`src/rtl/lcd_byte_writer_pkg.sv`:
```
// Shared constants for the MiniAlu LCD write path: controller commands,
// init nibbles, default 50 MHz timing, FSM encodings and small lookup helpers.
package lcd_byte_writer_pkg;

   localparam int CNT_W = 20;

   localparam logic [7:0] LCD_FUNC_SET = 8'h28;
   localparam logic [7:0] LCD_ENTRY    = 8'h06;
   localparam logic [7:0] LCD_DISP_ON  = 8'h0C;
   localparam logic [7:0] LCD_CLEAR    = 8'h01;

   localparam logic [3:0] INIT_NIB_WAKE = 4'h3;
   localparam logic [3:0] INIT_NIB_4BIT = 4'h2;

   localparam int unsigned DEF_POWERON    = 750000;
   localparam int unsigned DEF_WAIT_4MS   = 205000;
   localparam int unsigned DEF_WAIT_100US = 5000;
   localparam int unsigned DEF_WAIT_40US  = 2000;
   localparam int unsigned DEF_WAIT_CLEAR = 82000;
   localparam int unsigned DEF_SETUP      = 2;
   localparam int unsigned DEF_EN_PULSE   = 12;
   localparam int unsigned DEF_NIBBLE_GAP = 50;

   localparam logic [2:0] ST_POWERON  = 3'd0;
   localparam logic [2:0] ST_INIT_NIB = 3'd1;
   localparam logic [2:0] ST_CFG_BYTE = 3'd2;
   localparam logic [2:0] ST_IDLE     = 3'd3;
   localparam logic [2:0] ST_WR_BYTE  = 3'd4;

   localparam logic [1:0] PH_IDLE  = 2'd0;
   localparam logic [1:0] PH_SETUP = 2'd1;
   localparam logic [1:0] PH_PULSE = 2'd2;
   localparam logic [1:0] PH_WAIT  = 2'd3;

   // Configuration bytes in the order they are sent after the nibble wake-up.
   function automatic logic [7:0] cfgByte(input logic [1:0] idx);
      case (idx)
         2'd0:    return LCD_FUNC_SET;
         2'd1:    return LCD_ENTRY;
         2'd2:    return LCD_DISP_ON;
         default: return LCD_CLEAR;
      endcase
   endfunction

   // Wake-up nibbles: three 0x3 followed by 0x2 to enter 4-bit mode.
   function automatic logic [3:0] initNib(input logic [1:0] idx);
      return (idx == 2'd3) ? INIT_NIB_4BIT : INIT_NIB_WAKE;
   endfunction

endpackage

```
`src/rtl/lcd_byte_writer_strobe.sv`:
```
// One enable-strobed nibble on the LCD bus: setup, E pulse, post-wait.
// oDone is high in the last wait cycle so a new start can follow with no gap.
// P_SETUP and P_EN_PULSE must be at least 1.
module lcd_nibble_strobe
   import lcd_byte_writer_pkg::*;
#(
   parameter int unsigned P_SETUP    = DEF_SETUP,
   parameter int unsigned P_EN_PULSE = DEF_EN_PULSE
) (
   input  logic             Clock,
   input  logic             Reset,
   input  logic             iStart,
   input  logic [3:0]       iNibble,
   input  logic             iRS,
   input  logic [CNT_W-1:0] iWaitCycles,
   output logic             oEnabled,
   output logic             oRS,
   output logic [3:0]       oData,
   output logic             oDone
);

   localparam logic [CNT_W-1:0] SETUP_TC = CNT_W'(P_SETUP - 1);
   localparam logic [CNT_W-1:0] PULSE_TC = CNT_W'(P_EN_PULSE - 1);

   logic [1:0]       phase;
   logic [CNT_W-1:0] cnt;
   logic [CNT_W-1:0] waitTc;
   logic             accept;

   assign oDone  = (phase == PH_WAIT) && (cnt == '0);
   assign accept = iStart && ((phase == PH_IDLE) || oDone);

   // Phase sequencer; data/RS only load on accept, which is never inside a pulse.
   always_ff @(posedge Clock or negedge Reset) begin
      if (!Reset) begin
         phase    <= PH_IDLE;
         cnt      <= '0;
         waitTc   <= '0;
         oEnabled <= 1'b0;
         oRS      <= 1'b0;
         oData    <= '0;
      end else if (accept) begin
         phase  <= PH_SETUP;
         cnt    <= SETUP_TC;
         oData  <= iNibble;
         oRS    <= iRS;
         waitTc <= (iWaitCycles == '0) ? '0 : iWaitCycles - 1'b1;
      end else begin
         case (phase)
            PH_SETUP:
               if (cnt == '0) begin
                  phase    <= PH_PULSE;
                  cnt      <= PULSE_TC;
                  oEnabled <= 1'b1;
               end else begin
                  cnt <= cnt - 1'b1;
               end
            PH_PULSE:
               if (cnt == '0) begin
                  phase    <= PH_WAIT;
                  cnt      <= waitTc;
                  oEnabled <= 1'b0;
               end else begin
                  cnt <= cnt - 1'b1;
               end
            PH_WAIT:
               if (cnt == '0) begin
                  phase <= PH_IDLE;
               end else begin
                  cnt <= cnt - 1'b1;
               end
            default: phase <= PH_IDLE;
         endcase
      end
   end

endmodule

```
`src/rtl/lcd_byte_writer.sv`:
```
// LCD byte writer: power-on init of a 4-bit character LCD, then writes ALU
// bytes accepted over ready/valid as two nibbles, high nibble first.
//
// state       | meaning
// ST_POWERON  | power-on delay before any bus activity
// ST_INIT_NIB | single wake-up nibbles 3,3,3,2 (RS=0)
// ST_CFG_BYTE | configuration bytes 28,06,0C,01 (RS=0)
// ST_IDLE     | ready for a user byte
// ST_WR_BYTE  | sending a user byte (RS=1)
module lcd_byte_writer
   import lcd_byte_writer_pkg::*;
#(
   parameter int unsigned P_POWERON    = DEF_POWERON,
   parameter int unsigned P_WAIT_4MS   = DEF_WAIT_4MS,
   parameter int unsigned P_WAIT_100US = DEF_WAIT_100US,
   parameter int unsigned P_WAIT_40US  = DEF_WAIT_40US,
   parameter int unsigned P_WAIT_CLEAR = DEF_WAIT_CLEAR,
   parameter int unsigned P_SETUP      = DEF_SETUP,
   parameter int unsigned P_EN_PULSE   = DEF_EN_PULSE,
   parameter int unsigned P_NIBBLE_GAP = DEF_NIBBLE_GAP
) (
   input  logic       Clock,
   input  logic       Reset,
   input  logic [7:0] iData,
   input  logic       iData_Ready,
   output logic       oReadyForData,
   output logic       oLCD_Enabled,
   output logic       oLCD_RegisterSelect,
   output logic       oLCD_StrataFlashControl,
   output logic       oLCD_ReadWrite,
   output logic [3:0] oLCD_Data
);

   localparam logic [CNT_W-1:0] PWR_TC  = CNT_W'(P_POWERON - 1);
   localparam logic [CNT_W-1:0] W_4MS   = CNT_W'(P_WAIT_4MS);
   localparam logic [CNT_W-1:0] W_100US = CNT_W'(P_WAIT_100US);
   localparam logic [CNT_W-1:0] W_40US  = CNT_W'(P_WAIT_40US);
   localparam logic [CNT_W-1:0] W_CLEAR = CNT_W'(P_WAIT_CLEAR);
   localparam logic [CNT_W-1:0] W_GAP   = CNT_W'(P_NIBBLE_GAP);

   logic [2:0]       state;
   logic [1:0]       stepIdx;
   logic             loNib;
   logic             pendingStart;
   logic [7:0]       byteReg;
   logic [CNT_W-1:0] pwrCnt;
   logic             pwrDone;
   logic             strobeDone;
   logic             start;
   logic             startRs;
   logic [3:0]       startNib;
   logic [CNT_W-1:0] startWait;
   logic [7:0]       curCfg;
   logic [7:0]       nextCfg;

   function automatic logic [CNT_W-1:0] initWait(input logic [1:0] idx);
      case (idx)
         2'd0:    return W_4MS;
         2'd1:    return W_100US;
         default: return W_40US;
      endcase
   endfunction

   assign pwrDone                 = (state == ST_POWERON) && (pwrCnt == PWR_TC);
   assign oReadyForData           = (state == ST_IDLE);
   assign oLCD_StrataFlashControl = 1'b1;
   assign oLCD_ReadWrite          = 1'b0;
   assign curCfg                  = cfgByte(stepIdx);
   // Wraps 3 -> 0, so the last wake-up nibble chains straight into the first config byte.
   assign nextCfg                 = cfgByte(stepIdx + 2'd1);

   // Pick the next nibble to launch; launches coincide with the strobe's done cycle.
   always_comb begin
      start     = 1'b0;
      startRs   = 1'b0;
      startNib  = '0;
      startWait = '0;
      case (state)
         ST_POWERON:
            if (pwrDone) begin
               start     = 1'b1;
               startNib  = initNib(2'd0);
               startWait = initWait(2'd0);
            end
         ST_INIT_NIB:
            if (strobeDone) begin
               start = 1'b1;
               if (stepIdx != 2'd3) begin
                  startNib  = initNib(stepIdx + 2'd1);
                  startWait = initWait(stepIdx + 2'd1);
               end else begin
                  startNib  = nextCfg[7:4];
                  startWait = W_GAP;
               end
            end
         ST_CFG_BYTE:
            if (strobeDone) begin
               if (!loNib) begin
                  start     = 1'b1;
                  startNib  = curCfg[3:0];
                  startWait = (curCfg == LCD_CLEAR) ? W_CLEAR : W_40US;
               end else if (stepIdx != 2'd3) begin
                  start     = 1'b1;
                  startNib  = nextCfg[7:4];
                  startWait = W_GAP;
               end
            end
         ST_WR_BYTE: begin
            startRs = 1'b1;
            if (pendingStart) begin
               start     = 1'b1;
               startNib  = byteReg[7:4];
               startWait = W_GAP;
            end else if (strobeDone && !loNib) begin
               start     = 1'b1;
               startNib  = byteReg[3:0];
               startWait = W_40US;
            end
         end
         default: ;
      endcase
   end

   // Top-level sequencing; the power-on counter stops at its terminal count.
   always_ff @(posedge Clock or negedge Reset) begin
      if (!Reset) begin
         state        <= ST_POWERON;
         stepIdx      <= '0;
         loNib        <= 1'b0;
         pendingStart <= 1'b0;
         byteReg      <= '0;
         pwrCnt       <= '0;
      end else begin
         pendingStart <= 1'b0;
         case (state)
            ST_POWERON:
               if (pwrDone) begin
                  state   <= ST_INIT_NIB;
                  stepIdx <= '0;
               end else begin
                  pwrCnt <= pwrCnt + 1'b1;
               end
            ST_INIT_NIB:
               if (strobeDone) begin
                  stepIdx <= stepIdx + 2'd1;
                  loNib   <= 1'b0;
                  if (stepIdx == 2'd3) state <= ST_CFG_BYTE;
               end
            ST_CFG_BYTE:
               if (strobeDone) begin
                  if (!loNib) begin
                     loNib <= 1'b1;
                  end else begin
                     loNib   <= 1'b0;
                     stepIdx <= stepIdx + 2'd1;
                     if (stepIdx == 2'd3) state <= ST_IDLE;
                  end
               end
            ST_IDLE:
               if (iData_Ready) begin
                  byteReg      <= iData;
                  loNib        <= 1'b0;
                  pendingStart <= 1'b1;
                  state        <= ST_WR_BYTE;
               end
            ST_WR_BYTE:
               if (strobeDone) begin
                  if (!loNib) loNib <= 1'b1;
                  else        state <= ST_IDLE;
               end
            default: state <= ST_POWERON;
         endcase
      end
   end

   lcd_nibble_strobe #(
      .P_SETUP    (P_SETUP),
      .P_EN_PULSE (P_EN_PULSE)
   ) u_strobe (
      .Clock       (Clock),
      .Reset       (Reset),
      .iStart      (start),
      .iNibble     (startNib),
      .iRS         (startRs),
      .iWaitCycles (startWait),
      .oEnabled    (oLCD_Enabled),
      .oRS         (oLCD_RegisterSelect),
      .oData       (oLCD_Data),
      .oDone       (strobeDone)
   );

endmodule

```
`config.mk`:
```
export PLATFORM = sky130hd
export DESIGN_NAME = lcd_byte_writer
export DESIGN_NICKNAME = d
export VERILOG_FILES = /design/src/rtl/lcd_byte_writer_pkg.sv /design/src/rtl/lcd_byte_writer_strobe.sv /design/src/rtl/lcd_byte_writer.sv
export SDC_FILE = /design/constraint.sdc
export NUM_CORES = 1
export LEC_CHECK = 0
export BUFFER_PORTS_ARGS = -buffer_cell sky130_fd_sc_hd__buf_2
export CAP_MARGIN = 25
export CELL_PAD_IN_SITES_DETAIL_PLACEMENT = 1
export CELL_PAD_IN_SITES_GLOBAL_PLACEMENT = 2
export CORE_MARGIN = 2
export CORE_UTILIZATION = 43
export CTS_CLUSTER_SIZE = 25
export DETAILED_ROUTE_END_ITERATION = 7
export PLACE_DENSITY_LB_ADDON = 0.25
export SLEW_MARGIN = 0
export SYNTH_ARGS = -nofsm -noshare
export SYNTH_HDL_FRONTEND = slang
export SYNTH_SLANG_ARGS = --single-unit
```
`constraint.sdc`:
```
create_clock -name Clock -period 6.2 [get_ports Clock]
set_input_delay 0.62 -clock Clock [delete_from_list [all_inputs] [get_ports Clock]]
set_output_delay 0.62 -clock Clock [all_outputs]
set_load 0.03 [all_outputs]
```
==> impl_metrics.ini <==
[run_status]
outcome = complete, no violations

[final_layout]
post-route-cell-area_um2 = 5030
layout.cells.most_common_list = sky130_fd_sc_hd__dfrtp_1, sky130_fd_sc_hd__nor2_1, sky130_fd_sc_hd__nand2_1
drive_gt1_share_pct = 12.0
layout.cells.most_common = sky130_fd_sc_hd__dfrtp_1
design.final.nets = 520
areaGrowthSynthToFinish_pct = 6.86
antennaDiodeCount = 0

[pwr]
irDropWorstVdd_mv = 0.0906
static-leakage-power_nw = 2.34
power_per_cell_area_nw_per_um2 = 188

[grt]
pin_count_of_the_biggest_net_entering_global_routing = 83
grt_pass1_wl_um = 21600
antenna_found_initial = 0
overflow = 0
groute.usage.overall_pct = 23.8
grt_pass1_vias = 3989

[sta]
max_slew_margin_pct = 29.7
hold_ws_ps = 229
worstMarginPinSlew_ps = 1050
setup_viol_count_final = 0
setup_total_negative_slack_ps = 0
number_of_max_slew_violations_in_the_final_report = 0
fmax_mhz = 275
rsz0062_at_grt = no
hold_violations = 0
clock_skew_ps = 15.1
fin_crit_sh_pct = 58.7
layout_min_cycle_time_ps = 3640

[routing]
firstDrtPassIters = 5
via_per_inst = 6.00
drc_errors_left = 0
drt.antenna.violating_nets = 0
drt_iter0_drc = 213
drt-wirelength-per-cell_um = 20.3
num_vias = 3827
drt-total-wl_um = 13000

[cts]
tritoncts_clock_tree = yes
cts_root_buffer = sky130_fd_sc_hd__clkbuf_8
clk_path_buf_depth = 2
post_cts_resized = 0
cts_num_sinks = 82
clock_insertion_delay_worst_skew_ps = 360
cts_made_buffers = 9
cts.reportedPaths.clkPinSlew_ps = 90
cts-htree-levels = 3
cts_setup_buffers = 0
quantity_of_hold_fixing_buffers_added_after_cts = 0

[die]
starting_density_of_the_core_pct = 43.8
placementRows = 38
chipWidth_um = 109
die_height_um = 109
i_o_pin_cnt = 20
floorplan.die_area_um2 = 11800
core-area_um2 = 10700

[worst_setup_path]
critical_path.slowest_cell = sky130_fd_sc_hd__nand4b_1
cp.arrival_ps = 3890
worst_setup_path_start_kind = flop
path_cells = inv_1 > ha_1 > or4b_4 > nor4_2 > nand4b_1 > a21oi_2 > nor2_1 > a221o_1
critPathCaptureType = flop
crit_path_max_incr_delay_ps = 640
regToRegSetupSlack_ps = 2560
critical_path.max_fanout = 13
critical_path_class = flop to flop
critical_path_required_ps = 6450

[synthesis]
synth_cell_type_count = 63
mappedNetlistNets = 523
synth_sequential_area_ratio_pct = 43.6
synthesis.yosys.warnings = 0
ys_async_sr_fraction_pct = 100
synth_flop_cell = sky130_fd_sc_hd__dfrtp_1
mappedNetlistArea_um2 = 4700
synthXorXnorAreaFrac_pct = 5.03
synthesized_area_fraction_occupied_by_ao_oa_aoi_and_oai_cells_pct = 17.2
syn_area_per_cell_um2 = 9.47
synth_top_family_by_area = simple AND/OR/NAND/NOR gates
gate_count_post_synth = 497
synth.mux.area_fraction_pct = 4.95
number_of_enable_type_register_cells_in_the_synthesized_netlist = 0
yosys.area_share.adder_pct = 3.99
yosys.area_share.simple_pct = 20.6
ys_seq_elements = 82

[min_path]
worstHoldPathType = input port to asynchronous set/reset pin

[placement]
port_buffer_count = 17
weighted_congestion_at_the_end_of_routability_driven_global_placement = 0.852
dp_hpwl_um = 9340
placed_area_um2 = 4810

[run]
cap_violations = 0
## per-layer routing
layer | global-route usage, % | up-vias | share of wire, %
met4 | 5.86 | 0 | 0.76
li1 | - | 1797 | -
met2 | 38.1 | 54 | 49
met1 | 33.9 | 1966 | 48
met5 | 0 | - | 0
met3 | 3.68 | 10 | 2.4
## worst paths after layout
kind                            startpoint              end  cells past startpoint
setup reg to reg           u_strobe.cnt[0]  u_strobe.cnt[3]                      8
max in group asynchronous            Reset       byteReg[7]                      2
hold reg to reg                 pwrCnt[19]       pwrCnt[19]                      1
min in group Clock              pwrCnt[19]       pwrCnt[19]                      1
setup / recovery           u_strobe.cnt[0]  u_strobe.cnt[3]                      8
hold / removal                       Reset     pendingStart                      1
## through the flow
stage                     power [W]  setup slack (ps)  util, %  instances
final                      0.000945              2560     46.8        638
after detailed placement   0.000562              2640     44.8        622
after CTS                  0.000952              2610     46.5        637
after global placement     0.000561              2840     44.8        622
after floorplan            0.000548              3410        -        497
after global routing       0.000976              2250     46.8        638
## power by group
group	internal (W)	switching, W
logic	0.00000452	0.0000136
clock network	0.000194	0.000198
registers	0.000534	0
## worst max-delay path: cells and delay by family (launching register included)
kind	cells	cell delay, ps
AND/OR/NAND/NOR	4	1900
AO/OA/AOI/OAI	2	920
flip-flops	1	430
adder cells (fa/ha/maj)	1	200
buffers and inverters	1	80
## registers in the layout, indices dropped and copies added, names as in the netlist
signal,cells
pwrCnt,20
state,3
u_strobe.oEnabled,1
byteReg,8
u_strobe.oData,4
u_strobe.waitTc,19
pendingStart,1
loNib,1
u_strobe.cnt,20
stepIdx,2
u_strobe.phase,2
u_strobe.oRS,1
## layout make-up
cell class | count | area (um^2)
well taps | 140 | 175
multi-input cells | 369 | 2440
repair buffers | 19 | 123
clock buffers | 12 | 145
clock inverters | 3 | 40.0
flip-flops and latches | 82 | 2050
fillers | 1261 | 5720
inverters | 13 | 48.8
## Yosys cell counts, types with 4 or more instances
master | instances | share of area, %
sky130_fd_sc_hd__xnor2_1 | 12 | 2.2
sky130_fd_sc_hd__nand3_1 | 17 | 1.8
sky130_fd_sc_hd__o2bb2ai_1 | 10 | 1.9
sky130_fd_sc_hd__and3_1 | 13 | 1.7
sky130_fd_sc_hd__and4_1 | 4 | 0.74
sky130_fd_sc_hd__a31oi_1 | 5 | 0.66
sky130_fd_sc_hd__or4_1 | 7 | 1.1
sky130_fd_sc_hd__ha_1 | 15 | 4.0
sky130_fd_sc_hd__nand4_1 | 9 | 1.2
sky130_fd_sc_hd__inv_1 | 13 | 1.0
sky130_fd_sc_hd__buf_2 | 5 | 0.53
sky130_fd_sc_hd__or2_2 | 4 | 0.53
sky130_fd_sc_hd__o22ai_1 | 5 | 0.66
sky130_fd_sc_hd__a21oi_1 | 22 | 2.3
sky130_fd_sc_hd__clkbuf_1 | 22 | 1.8
sky130_fd_sc_hd__nand2_1 | 42 | 3.4
sky130_fd_sc_hd__nor2_1 | 43 | 3.4
sky130_fd_sc_hd__dfrtp_1 | 82 | 44
sky130_fd_sc_hd__a21o_1 | 4 | 0.64
sky130_fd_sc_hd__a22oi_1 | 6 | 0.96
sky130_fd_sc_hd__o22a_1 | 4 | 0.74
sky130_fd_sc_hd__o21ai_0 | 21 | 2.2
sky130_fd_sc_hd__nor4_1 | 8 | 1.1
sky130_fd_sc_hd__nor3b_1 | 5 | 0.80
sky130_fd_sc_hd__nor3_1 | 18 | 1.9
sky130_fd_sc_hd__a22o_1 | 5 | 0.93
sky130_fd_sc_hd__mux2_2 | 18 | 4.3
sky130_fd_sc_hd__xor2_1 | 15 | 2.8
sky130_fd_sc_hd__o21a_1 | 4 | 0.64
## kinds of logic (layout without fill, tap and decap cells)
kind of cell | Yosys count | in the layout
XOR/XNOR | 27 | 27
flip-flops | 82 | 82
AND/OR/NAND/NOR | 187 | 187
buffers and inverters | 46 | 47
multiplexers | 21 | 21
AO/OA/AOI/OAI | 117 | 117
adder cells (fa/ha/maj) | 15 | 15
other | 2 | 2
No activity file was read; power rests on OpenSTA's default activity.
